`src/rtl/obstacle_avoid_fsm.sv`:
```
// -----------------------------------------------------------------------------
// obstacle_avoid_fsm
//
// Purpose:
//   Timed obstacle-avoidance state machine for the rover. Consumes the
//   filtered front/back IR obstacle vectors from the proximity sensor stage
//   and drives left/right motor enable and direction commands towards the
//   PWM/H-bridge driver. Sequence: cruise forward, brake, reverse, turn in
//   place, retry; halt after too many consecutive blocked turns.
//
// Ports:
//   clock           in   system clock
//   reset           in   synchronous, active-high reset
//   enable          in   autonomous drive enable (0 forces IDLE next edge)
//   IPsensFront_in  in   [3:0] front obstacles, [3:2] left half, [1:0] right
//   IPsensBack_in   in   [3:0] rear obstacles
//   motor_en_l/r    out  motor enables
//   motor_dir_l/r   out  motor directions, 1 = forward
//   state_out       out  [2:0] current state code
//   busy            out  high in BRAKE / REVERSE / TURN_L / TURN_R
//
// Optional feature (macro AVOID_STATS_EN):
//   obstacle_count  out  [15:0] BRAKE entries, saturating at 16'hFFFF
//   halt_flag       out  set on HALT entry, sticky until reset
//
// Outputs are a pure decode of the state register.
// -----------------------------------------------------------------------------
module obstacle_avoid_fsm #(
    parameter int TICK_DIV   = 100000,
    parameter int STOP_MS    = 50,
    parameter int REVERSE_MS = 300,
    parameter int TURN_MS    = 400,
    parameter int MAX_RETRY  = 3
) (
    input  logic       clock,
    input  logic       reset,
    input  logic       enable,
    input  logic [3:0] IPsensFront_in,
    input  logic [3:0] IPsensBack_in,
    output logic       motor_en_l,
    output logic       motor_en_r,
    output logic       motor_dir_l,
    output logic       motor_dir_r,
    output logic [2:0] state_out,
    output logic       busy
`ifdef AVOID_STATS_EN
    ,
    output logic [15:0] obstacle_count,
    output logic        halt_flag
`endif
);

    typedef enum logic [2:0] {
        S_IDLE   = 3'd0,
        S_FWD    = 3'd1,
        S_BRAKE  = 3'd2,
        S_REV    = 3'd3,
        S_TURN_L = 3'd4,
        S_TURN_R = 3'd5,
        S_HALT   = 3'd6
    } state_t;

    localparam int MS_MAX_A = (STOP_MS > REVERSE_MS) ? STOP_MS : REVERSE_MS;
    localparam int MS_MAX   = (MS_MAX_A > TURN_MS) ? MS_MAX_A : TURN_MS;
    localparam int PRE_W    = (TICK_DIV > 1)  ? $clog2(TICK_DIV)  : 1;
    localparam int MS_W     = (MS_MAX > 1)    ? $clog2(MS_MAX)    : 1;
    localparam int RTY_W    = (MAX_RETRY > 1) ? $clog2(MAX_RETRY) : 1;

    localparam logic [PRE_W-1:0] PRE_LAST   = PRE_W'(TICK_DIV - 1);
    localparam logic [MS_W-1:0]  STOP_LAST  = MS_W'(STOP_MS - 1);
    localparam logic [MS_W-1:0]  REV_LAST   = MS_W'(REVERSE_MS - 1);
    localparam logic [MS_W-1:0]  TURN_LAST  = MS_W'(TURN_MS - 1);
    localparam logic [RTY_W-1:0] RETRY_LAST = RTY_W'(MAX_RETRY - 1);

    state_t             state_q, state_d;
    logic [PRE_W-1:0]   pre_q, pre_d;
    logic [MS_W-1:0]    ms_q, ms_d;
    logic [RTY_W-1:0]   retry_q, retry_d;
    logic               alt_q, alt_d;
    logic [3:0]         latch_q, latch_d;

    logic               timed;
    logic               expire;
    logic [MS_W-1:0]    dur_last;
    logic               both_halves;
    state_t             turn_sel;

    // Turn away from the side the obstacle was seen on; when both halves
    // were blocked, alternate direction so repeated retries explore both.
    function automatic state_t pick_turn(input logic [3:0] latch, input logic alt);
        logic left_hit;
        logic right_hit;
        left_hit  = |latch[3:2];
        right_hit = |latch[1:0];
        if (left_hit && right_hit) begin
            pick_turn = alt ? S_TURN_R : S_TURN_L;
        end else if (left_hit) begin
            pick_turn = S_TURN_R;
        end else begin
            pick_turn = S_TURN_L;
        end
    endfunction

    // Duration timer: prescaler counts clock cycles per ms tick, ms counter
    // counts ticks. Expiry is flagged on the last cycle of the state.
    always_comb begin
        timed    = 1'b0;
        dur_last = '0;
        case (state_q)
            S_BRAKE:            begin timed = 1'b1; dur_last = STOP_LAST; end
            S_REV:              begin timed = 1'b1; dur_last = REV_LAST;  end
            S_TURN_L, S_TURN_R: begin timed = 1'b1; dur_last = TURN_LAST; end
            default:            begin timed = 1'b0; dur_last = '0;        end
        endcase
        expire = timed && (pre_q == PRE_LAST) && (ms_q == dur_last);
    end

    always_comb begin
        state_d     = state_q;
        retry_d     = retry_q;
        alt_d       = alt_q;
        latch_d     = latch_q;
        both_halves = (|latch_q[3:2]) && (|latch_q[1:0]);
        turn_sel    = pick_turn(latch_q, alt_q);

        if (!enable) begin
            state_d = S_IDLE;
        end else begin
            case (state_q)
                S_IDLE: begin
                    state_d = S_FWD;
                    retry_d = '0;
                end
                S_FWD: begin
                    if (|IPsensFront_in) begin
                        state_d = S_BRAKE;
                        latch_d = IPsensFront_in;
                    end
                end
                S_BRAKE: begin
                    if (expire) begin
                        if (IPsensBack_in == 4'b0000) begin
                            state_d = S_REV;
                        end else begin
                            state_d = turn_sel;
                            if (both_halves) alt_d = ~alt_q;
                        end
                    end
                end
                S_REV: begin
                    // A rear obstacle aborts the reverse immediately.
                    if ((|IPsensBack_in) || expire) begin
                        state_d = turn_sel;
                        if (both_halves) alt_d = ~alt_q;
                    end
                end
                S_TURN_L, S_TURN_R: begin
                    if (expire) begin
                        if (IPsensFront_in == 4'b0000) begin
                            state_d = S_FWD;
                            retry_d = '0;
                        end else if (retry_q == RETRY_LAST) begin
                            state_d = S_HALT;
                        end else begin
                            state_d = S_BRAKE;
                            retry_d = retry_q + RTY_W'(1);
                            latch_d = IPsensFront_in;
                        end
                    end
                end
                S_HALT: begin
                    state_d = S_HALT;
                end
                default: begin
                    state_d = S_IDLE;
                end
            endcase
        end
    end

    // Timer restarts on every state change and idles outside timed states.
    always_comb begin
        pre_d = pre_q;
        ms_d  = ms_q;
        if ((state_d != state_q) || !timed) begin
            pre_d = '0;
            ms_d  = '0;
        end else if (pre_q == PRE_LAST) begin
            pre_d = '0;
            ms_d  = ms_q + MS_W'(1);
        end else begin
            pre_d = pre_q + PRE_W'(1);
        end
    end

    always_ff @(posedge clock) begin
        if (reset) begin
            state_q <= S_IDLE;
            pre_q   <= '0;
            ms_q    <= '0;
            retry_q <= '0;
            alt_q   <= 1'b0;
            latch_q <= 4'b0000;
        end else begin
            state_q <= state_d;
            pre_q   <= pre_d;
            ms_q    <= ms_d;
            retry_q <= retry_d;
            alt_q   <= alt_d;
            latch_q <= latch_d;
        end
    end

`ifdef AVOID_STATS_EN
    logic [15:0] obstacle_count_q, obstacle_count_d;
    logic        halt_flag_q, halt_flag_d;

    always_comb begin
        obstacle_count_d = obstacle_count_q;
        halt_flag_d      = halt_flag_q;
        if ((state_d == S_BRAKE) && (state_q != S_BRAKE) && (obstacle_count_q != 16'hFFFF)) begin
            obstacle_count_d = obstacle_count_q + 16'd1;
        end
        if ((state_d == S_HALT) && (state_q != S_HALT)) begin
            halt_flag_d = 1'b1;
        end
    end

    always_ff @(posedge clock) begin
        if (reset) begin
            obstacle_count_q <= 16'd0;
            halt_flag_q      <= 1'b0;
        end else begin
            obstacle_count_q <= obstacle_count_d;
            halt_flag_q      <= halt_flag_d;
        end
    end

    assign obstacle_count = obstacle_count_q;
    assign halt_flag      = halt_flag_q;
`endif

    // Output decode of the registered state.
    always_comb begin
        motor_en_l  = 1'b0;
        motor_en_r  = 1'b0;
        motor_dir_l = 1'b1;
        motor_dir_r = 1'b1;
        busy        = 1'b0;
        case (state_q)
            S_FWD: begin
                motor_en_l = 1'b1;
                motor_en_r = 1'b1;
            end
            S_BRAKE: begin
                busy = 1'b1;
            end
            S_REV: begin
                motor_en_l  = 1'b1;
                motor_en_r  = 1'b1;
                motor_dir_l = 1'b0;
                motor_dir_r = 1'b0;
                busy        = 1'b1;
            end
            S_TURN_L: begin
                motor_en_l  = 1'b1;
                motor_en_r  = 1'b1;
                motor_dir_l = 1'b0;
                busy        = 1'b1;
            end
            S_TURN_R: begin
                motor_en_l  = 1'b1;
                motor_en_r  = 1'b1;
                motor_dir_r = 1'b0;
                busy        = 1'b1;
            end
            default: begin
                motor_en_l = 1'b0;
                motor_en_r = 1'b0;
            end
        endcase
    end

    assign state_out = state_q;

endmodule
```
`config.mk`:
```
export PLATFORM = sky130hd
export DESIGN_NAME = obstacle_avoid_fsm
export DESIGN_NICKNAME = d
export VERILOG_FILES = /design/src/rtl/obstacle_avoid_fsm.sv
export SDC_FILE = /design/constraint.sdc
export NUM_CORES = 1
export LEC_CHECK = 0
export CAP_MARGIN = 20
export CORE_AREA = 2 2 67 69
export CTS_BUF_LIST = sky130_fd_sc_hd__clkbuf_8
export DETAILED_ROUTE_END_ITERATION = 8
export DIE_AREA = 0 0 69 71
export GPL_ROUTABILITY_DRIVEN = 1
export PLACE_DENSITY = 0.8
export REMOVE_ABC_BUFFERS = 1
export SLEW_MARGIN = 0
export SYNTH_ARGS = -nofsm -noshare
export SYNTH_HDL_FRONTEND = slang
export SYNTH_SLANG_ARGS = --single-unit
```
`constraint.sdc`:
```
create_clock -name clock -period 3.7 [get_ports clock]
set_clock_uncertainty 0.05 [all_clocks]
set_input_delay 1.11 -clock clock [delete_from_list [all_inputs] [get_ports clock]]
set_output_delay 1.11 -clock clock [all_outputs]
set_load 0.03 [all_outputs]
```
# [Word-level counts from Yosys, hierarchy flattened]
# Index checks and enable logic that the tools add are counted.
# W data, S select, Z words.
[op_classes] add_sub_neg=3 eq_ne=18 muxes=31 n_bitwise=1 n_reduce_logical=26
[ops] cell="$pmux W9 S3" count=1
[ops] cell="$mux W3" count=8
[ops] cell="$pmux W3 S6" count=1
[ops] cell="$add A17 B1 Y17 const B" count=1
[ops] cell="$eq A17 B17 Y1 const B" count=1
[ops] cell="$mux W4" count=4
[ops] cell="$reduce_or A4 Y1" count=4
[ops] cell="$ne A2 B2 Y1 const B" count=7
[ops] cell="$reduce_or A2 Y1" count=6
[ops] cell="$mux W1" count=11
[ops] cell="$add A9 B1 Y9 const B" count=1
[ops] cell="$eq A3 B3 Y1 const B" count=3
[ops] cell="$eq A9 B9 Y1" count=1
[ops] cell="$logic_not A4 Y1" count=2
[ops] cell="$pmux W4 S2" count=1
[ops] cell="$eq A3 B2 Y1 const B" count=2
[ops] cell="$mux W2" count=3
[ops] cell="$reduce_and A6 Y1" count=1
[ops] cell="$reduce_bool A2 Y1" count=3
[ops] cell="$reduce_and A5 Y1" count=1
[ops] cell="$pmux W2 S2" count=1
[ops] cell="$reduce_and A4 Y1" count=1
[ops] cell="$eq A3 B1 Y1 const B" count=1
[ops] cell="$logic_and A1 B1 Y1" count=3
[ops] cell="10 further kinds" count=11
[word_totals] reg_bits=36 out_inout_bits=8

# [Depth between registers and ports, before layout]
# Gate-level depths: netlist (run 1).
[depth] depth_word=12 ltp_mapped=12

# [Worst setup path after synthesis (run 1)]
# No wires, ideal clock.
[synth_timing] path_type="reg2reg" from="register state_q[2], in the netlist state_out[2]" to="register pre_q[16]" setup_ns=0.131 arrival_time_ns=2.944 required_time_ns=3.519 setup_slack_ns=0.575 path_stages_with_launch=10 path_buffers=1 synth_period_minus_slack_ns=3.125 path_cell_list="dfxtp_1 > clkinv_1 > ha_1 > o2111ai_1 > a211o_1 > nor2_4 > nand3_4 > a211oi_4 > buf_8 > nor4_2"
[synth_between] elab_chain_len=12 elab_cells_between_ends=25 classes_between="8 x eq/ne; 8 x mux; 9 x reduce/logical"
[synth_lines] element="from (decl)" line="75" source="state_t state_q, state_d;"
[synth_lines] element="from (signal assigned)" line="205" source="state_q <= state_d;"
[synth_lines] element="$eq A3 B3 Y1 / $eq A3 B2 Y1 (equally long branches)"
[synth_lines] element="$reduce_or A4 Y1 (no line) (*)"
[synth_lines] element="$mux W1 (*)"
[synth_lines] element="net busy" line="45" source="output logic busy"
[synth_lines] element="$logic_and A1 B1 Y1 (2 in series)" line="115" source="expire = timed && (pre_q == PRE_LAST) && (ms_q == dur_last);"
[synth_lines] element="$logic_or A1 B1 Y1" line="152" source="if ((|IPsensBack_in) || expire) begin"
[synth_lines] element="$mux W3" line="152"
[synth_lines] element="$pmux W3 S6" line="129" source="case (state_q)"
[synth_lines] element="$mux W3" line="126" source="if (!enable) begin"
[synth_lines] element="$ne A3 B3 Y1" line="185" source="if ((state_d != state_q) || !timed) begin"
[synth_lines] element="$logic_or A1 B1 Y1 (*)" line="185"
[synth_lines] element="$reduce_or A3 Y1 (no line) (*)"
[synth_lines] element="to (signal assigned)" line="206" source="pre_q <= pre_d;"
[synth_lines] element="to (decl)" line="76" source="logic [PRE_W-1:0] pre_q, pre_d;"
# Mark *: on every way through the listed nets, which the timed path passes. The rest lies on a longest branch.
# A chain may end at the register's enable or synchronous reset.

# [Final worst setup path (run 1)]
[layout_timing] from="register state_q[2], in the netlist state_out[2]" to="register ms_q[2]"
[layout_between] elab_chain_len=12 elab_cells_between_ends=25 classes_between="8 x eq/ne; 8 x mux; 9 x reduce/logical"
[layout_lines] element="$eq A3 B3 Y1 / $eq A3 B2 Y1 (equally long branches)" line="109, 129"
[layout_lines] element="$reduce_or A2 Y1 / $reduce_or A4 Y1 (equally long branches)"
[layout_lines] element="$pmux W9 S3 / $mux W1 (equally long branches)" line="109" source="case (state_q)"
[layout_lines] element="$eq A9 B9 Y1 / $logic_and A1 B1 Y1 (equally long branches)" line="115"
[layout_lines] element="$logic_and A1 B1 Y1" line="115"
[layout_lines] element="$logic_or A1 B1 Y1" line="152"
[layout_lines] element="$mux W3" line="152"
[layout_lines] element="$pmux W3 S6" line="129"
[layout_lines] element="$mux W3" line="126"
[layout_lines] element="$ne A3 B3 Y1" line="185"
[layout_lines] element="$logic_or A1 B1 Y1 (*)" line="185"
[layout_lines] element="$reduce_or A2 Y1 (no line) (*)"
[layout_lines] element="to (signal assigned)" line="207" source="ms_q <= ms_d;"
[layout_lines] element="to (decl)" line="77" source="logic [MS_W-1:0] ms_q, ms_d;"
# Every way passes the cells marked *; elsewhere a longest branch is shown, timed or not.

==> results.toml, run 1 <==
[status]
outcome = "complete, no violations"

[sta]
relSlewSlack_pct = 27.3
slew_viol_final = 0
hold_ws_ns = 0.421
rsz0062_at_grt = "no"
timing.setup.tns_ns = 0
max_freq_ghz = 0.294
timing.final.ws_setup_ns = 0.299
setup_viol = 0
tightest_slew_ns = 1.09
final.period_utilization_pct = 91.9
hold_viol_final = 0
min_period_ns = 3.40

[clock_tree]
post_cts_resized = 0
cts_max_level = 2
postCtsHoldBufs = 0
post_cts_buffers = 0
cts_buffers = 5
cts_sinks = 36
root_buffer = "clkbuf_8"
clock_latency_ns = 0.29
cts.clk_slew.worst_paths_ns = 0.07
cts_tree = "yes"
cts_buffer_depth = 2

[worst_setup_path]
worstPathRequired_ns = 3.83
end_kind = "register"
reg2reg_depth = 9
crit_path_max_fanout = 20
cp.arrival_ns = 3.53
reg2reg_from = "state_out[2]$_SDFF_PP0_"
path_class = "register to register"
worstReg2RegEnd = "ms_q[2]$_SDFFE_PP0N_"
rrSetupSlack_ns = 0.30
start_kind = "register"

[logic_synthesis]
synthArstFlopShare_pct = 0
synth_edf_count = 0
synth_warnings = 0
seq_area_frac_synth_pct = 29.8
yosysTopAreaCellShare_pct = 29.8
yosys-top-cells-area = "dfxtp_1, xnor2_1, nand2_1"
synth_area_mm2 = 0.00242
syn_inst = 281
synth_top_area_cell = "dfxtp_1"
ys_seq_elements = 36
synth_cell_types = 65
synth_flop_cell = "dfxtp_1"
post_synth.cell_area_avg_um2 = 8.61

[floorplanning]
rows = 24
die_area_mm2 = 0.00490
pin_count = 19
start_util_pct = 57.6
dieHeight_um = 71
core_area_mm2 = 0.00420
die_x_um = 69

[final_layout]
regArea_um2 = 721
areaGrowthSynthToFinish_pct = 15.7
layout-drive-gt1-share_pct = 18.4
layoutNonFillerInstCount = 361
layout.nets = 327
fin_util_pct = 66.6
diodes = 0
multi_input_area_mm2 = 0.00157
fillers = 374

[min_path]
min_delay_worst_endpoint = "retry_q[0]$_SDFFE_PP0P_"
holdCritPathClass = "register to register"
whs_path_depth = 2
holdCritStartpoint = "retry_q[0]$_SDFFE_PP0P_"

[grt]
antenna_found_initial = 0
grt_pass1_wl_um = 9240
track_usage_pct = 23.0
grt_max_degree = 23
grt_overflow = 0
grt_pass1_vias = 2084

[detailed_routing]
via_per_inst = 5.91
vias = 2135
route.detailed.drc = 0
ant_nets = 0
first_iter_violations = 170
wl_per_cell_um = 14.7
dr.pass1.iters = 4
finalWirelength_um = 5320

[power]
p_per_area_mw_per_mm2 = 261
p_leak_uw = 0.000970
irDropWorstVdd_v = 0.000237

[placement]
gp_congestion = 0.914
dp.cells = 354
post-dp-hpwl_um = 3850
port_buffers = 18
pre_cts_slack_ns = 0.0220

[flow_run]
maxCapViolations = 0
==> registers in the layout, indices dropped and copies added (netlist names) <==
name and cells:
pre_q 17, ms_q 9, latch_q 4, state_out 3, retry_q 2, alt_q 1
==> layer usage <==
| metal | routed length [um] | GRT usage (%) | vias up |
|---|---|---|---|
| met5 | 0 | 0 | - |
| met3 | 252 | 5.41 | 12 |
| met2 | 2540 | 37.5 | 56 |
| met4 | 96 | 12.2 | 0 |
| met1 | 2430 | 28.4 | 998 |
| li1 | - | - | 1069 |
==> critical path: stages (launching register included) <==
cell and delay (ns):
dfxtp_1 0.52, clkinv_1 0.22, ha_1 0.38, o2111ai_1 0.15
a211o_1 0.39, a211oi_2 0.21, a211oi_2 0.10, a211oi_4 0.92
buf_4 0.29, nor2_1 0.06
==> where the power goes <==
| group | switching (uW) | leakage [uW] | total [uW] | internal (uW) |
|---|---|---|---|---|
| combinational | 37.8 | 0.000640 | 71.2 | 33.3 |
| clock | 139 | 0.0000400 | 266 | 127 |
| sequential | 3.19 | 0.000290 | 393 | 390 |
| total | 180 | 0.000970 | 730 | 550 |
==> cells by family after synthesis <==
kind of cell | synth area share [%]
adder cells (fa/ha/maj) | 4.03
multiplexers | 2.48
buffers and inverters | 5.27
flip-flops | 29.8
XOR/XNOR | 9.41
AND/OR/NAND/NOR | 36.0
AO/OA/AOI/OAI | 13.0
==> through the flow <==
step	total power [uW]	instance area, um2
floorplan	436	2320
global placement	471	2720
detailed placement	472	2720
CTS	743	2800
global route	762	2800
finish	730	2800
==> final cells by class <==
cell class,instances,area share [%]
clock inverters,2,0.447
inverters,7,0.938
multi-input cells,222,56.1
well taps,52,2.32
clock buffers,5,2.46
repair buffers,37,12.0
flip-flops and latches,36,25.7
==> worst max path at each step <==
stage               slack (ns)                    start                   end  cells past startpoint
finish                    0.30  state_out[2]$_SDFF_PP0_  ms_q[2]$_SDFFE_PP0N_                      9
global route              0.04  state_out[2]$_SDFF_PP0_  ms_q[2]$_SDFFE_PP0N_                     10
CTS                       0.28  state_out[2]$_SDFF_PP0_  ms_q[2]$_SDFFE_PP0N_                      9
detailed placement        0.02         IPsensBack_in[1]  ms_q[1]$_SDFFE_PP0N_                      8
global placement          0.04         IPsensBack_in[1]  ms_q[1]$_SDFFE_PP0N_                      8
floorplan                -0.13  state_out[2]$_SDFF_PP0_  pre_q[10]$_SDFF_PP0_                      8
==> synthesized netlist by cell type (6+ instances only) <==
| master | n |
|---|---|
| a21oi_1 | 7 |
| and3_1 | 7 |
| dfxtp_1 | 36 |
| ha_1 | 7 |
| inv_1 | 6 |
| mux2i_1 | 6 |
| nand2_1 | 33 |
| nand3_1 | 8 |
| nor2_1 | 28 |
| nor3_1 | 11 |
| nor3_2 | 10 |
| nor4_1 | 11 |
| xnor2_1 | 15 |
| xor2_1 | 11 |
==> placed cells by master (no fill, tap or decap), drive strengths merged, types with 2 or more instances in the layout <==
cell and count:
a211oi 7, a21o 2, a21oi 7, and3 8, and3b 2, buf 19, clkbuf 5, clkdlybuf4s50 18
clkinv 2, dfxtp 36, ha 7, inv 6, mux2i 6, nand2 33, nand3 10, nand3b 2
nand4 5, nor2 29, nor3 22, nor3b 5, nor4 14, o2111ai 2, o211ai 2, o21ai 6
o41ai 2, or3 5, or4 3, xnor2 15, xor2 11
Power figures use the tool's default switching activity.
==> run 2: changes to the inputs <==
Settings changed: CELL_PAD_IN_SITES_DETAIL_PLACEMENT set to 1, CELL_PAD_IN_SITES_GLOBAL_PLACEMENT set to 2, CORE_AREA 2 2 67 69 to 2 2 84 86, DIE_AREA 0 0 69 71 to 0 0 86 88, PLACE_DENSITY 0.8 to not set, PLACE_DENSITY_LB_ADDON set to 0.1.
==> results.toml, run 2 (synthesis results as in run 1) <==
[detailed_routing]
vias = 2153
route.detailed.drc = 0
first_iter_violations = 42
dr.pass1.iters = 4
wl_per_cell_um = 16.6
finalWirelength_um = 6600
ant_nets = 0
via_per_inst = 5.42

[sta]
slew_viol_final = 0
final.period_utilization_pct = 91.3
tightest_slew_ns = 0.872
relSlewSlack_pct = 41.2
setup_viol = 0
min_period_ns = 3.38
rsz0062_at_grt = "no"
max_freq_ghz = 0.296
hold_viol_final = 0

[power]
p_per_area_mw_per_mm2 = 258
p_leak_uw = 0.00102
irDropWorstVdd_v = 0.000150

[final_layout]
multi_input_area_mm2 = 0.00157
fin_util_pct = 43.6
top_regs = "pre_q: 17 flops, ms_q: 9 flops, latch_q: 4 flops"
regArea_um2 = 721
diodes = 0
areaGrowthSynthToFinish_pct = 19.8
fillers = 806
layout.nets = 334
largest_reg_flops = 17
mostFrequentLayoutCell = "dfxtp_1"
largest_register = "pre_q"
fin_area_mm2 = 0.00290
layout-drive-gt1-share_pct = 19.9
final_cell_mix = "dfxtp_1, nand2_1, nor2_1"

[clock_tree]
clock_latency_ns = 0.29
cts_buffer_depth = 2
cts_max_level = 2
cts_sinks = 36
post_cts_buffers = 0
cts.clk_slew.worst_paths_ns = 0.08
post_cts_resized = 0
cts_tree = "yes"
cts_buffers = 5
root_buffer = "clkbuf_8"
postCtsHoldBufs = 0

[floorplanning]
dieHeight_um = 88
core_area_mm2 = 0.00664
die_area_mm2 = 0.00757
start_util_pct = 36.4
rows = 30
pin_count = 19
die_x_um = 86

[worst_setup_path]
crit_buf_inv = 3
critical_path.max_stage_delay_ns = 0.58
end_kind = "register"
worstReg2RegEnd = "pre_q[15]$_SDFF_PP0_"
crit_top_cell = "buf_4"
cp.arrival_ns = 3.55
start_kind = "input port"
reg2reg_from = "state_out[2]$_SDFF_PP0_"
cp_top_family = "simple AND/OR/NAND/NOR gates"
worstPathRequired_ns = 3.88
path_class = "input port to register"
reg2reg_depth = 9
crit_path_max_fanout = 7
cp_cell_sequence = "clkdlybuf4s50_1, or4_1, buf_4, a21o_1, a311o_1, and4_1, a211oi_4, buf_4, nand2_1, nor2_1"
cp_slowest_cell = "or4_1"
worstSetupStartpoint = "IPsensBack_in[1]"
rrSetupSlack_ns = 0.74

[flow_run]
maxCapViolations = 0

[grt]
grt_pass1_wl_um = 11400
grtUsageMet1_pct = 25.5
top_usage_layer = "met2"
met3_usage_pct = 2.92
grt_max_degree = 23
grt_use_met2_pct = 32.6
grt_overflow = 0
antenna_found_initial = 0
grt_pass1_vias = 2227
track_usage_pct = 19.0

[placement]
place_area_mm2 = 0.00281
gp_congestion = 0.760
port_buffers = 18
post-dp-hpwl_um = 4960

[min_path]
whs_path_depth = 2
min_delay_worst_endpoint = "retry_q[1]$_SDFFE_PP0P_"
holdCritPathClass = "register to register"
holdCritStartpoint = "retry_q[1]$_SDFFE_PP0P_"

[status]
outcome = "complete, no violations"
-- run 2: cell count changes in the layout (fill, tap and decap cells not counted) --
cell / delta
buf_4: +6
inv_1: +2
buf_8: +1
clkinv_2: -1
clkinv_4: +1
clkinvlp_4: -1
-- run 2: area by class of cell --
class	count	share of cell area [%]
Clock buffer	5	2.37
Timing Repair Buffer	44	13.6
Sequential cell	36	24.9
Inverter	7	0.906
Tap cell	80	3.45
Clock inverter	3	0.561
Multi-Input combinational cell	222	54.2
-- run 2: power breakdown --
group / leakage [uW] / internal (uW) / switching (uW) / total [uW]
combinational: 0.000677 / 35.1 / 40.6 / 75.7
sequential: 0.000290 / 390 / 2.55 / 392
clock: 0.0000507 / 129 / 150 / 280
total: 0.00102 / 554 / 193 / 747
-- run 2: worst max-delay path by stage --
stage,to,slack (ns),cells after the start
floorplan,pre_q[10]$_SDFF_PP0_,-0.13,8
finish,ms_q[4]$_SDFFE_PP0N_,0.32,10
CTS,ms_q[4]$_SDFFE_PP0N_,0.32,10
detailed placement,ms_q[4]$_SDFFE_PP0N_,0.02,10
global placement,ms_q[6]$_SDFFE_PP0N_,0.06,8
global route,ms_q[4]$_SDFFE_PP0N_,0.18,10
-- run 2: stage by stage --
step / worst slack [ns] / hold slack, ns / std cells / power, uW / TNS, ns
2_1_floorplan: -0.129 / 0.380 / 265 / 436 / -2.36
3_3_place_gp: 0.0552 / 0.393 / 388 / 476 / 0
3_5_place_dp: 0.0248 / 0.409 / 389 / 477 / 0
4_1_cts: 0.321 / 0.420 / 397 / 760 / 0
5_1_grt: 0.179 / 0.456 / 397 / 788 / 0
6_report: 0.321 / 0.414 / 397 / 747 / 0
-- run 2: worst min-delay path, stage by stage (launching register included) --
cell	delay, ns
dfxtp_1	0.32
nand2_1	0.05
a21oi_1	0.05
-- run 2: layer usage --
metal | vias to the layer above | wire, um | part of all wire [%]
met5 | - | 0 | 0
met4 | 0 | 29 | 0.44
met3 | 2 | 134 | 2.0
met2 | 17 | 3190 | 48
met1 | 1053 | 3250 | 49
li1 | 1081 | - | -
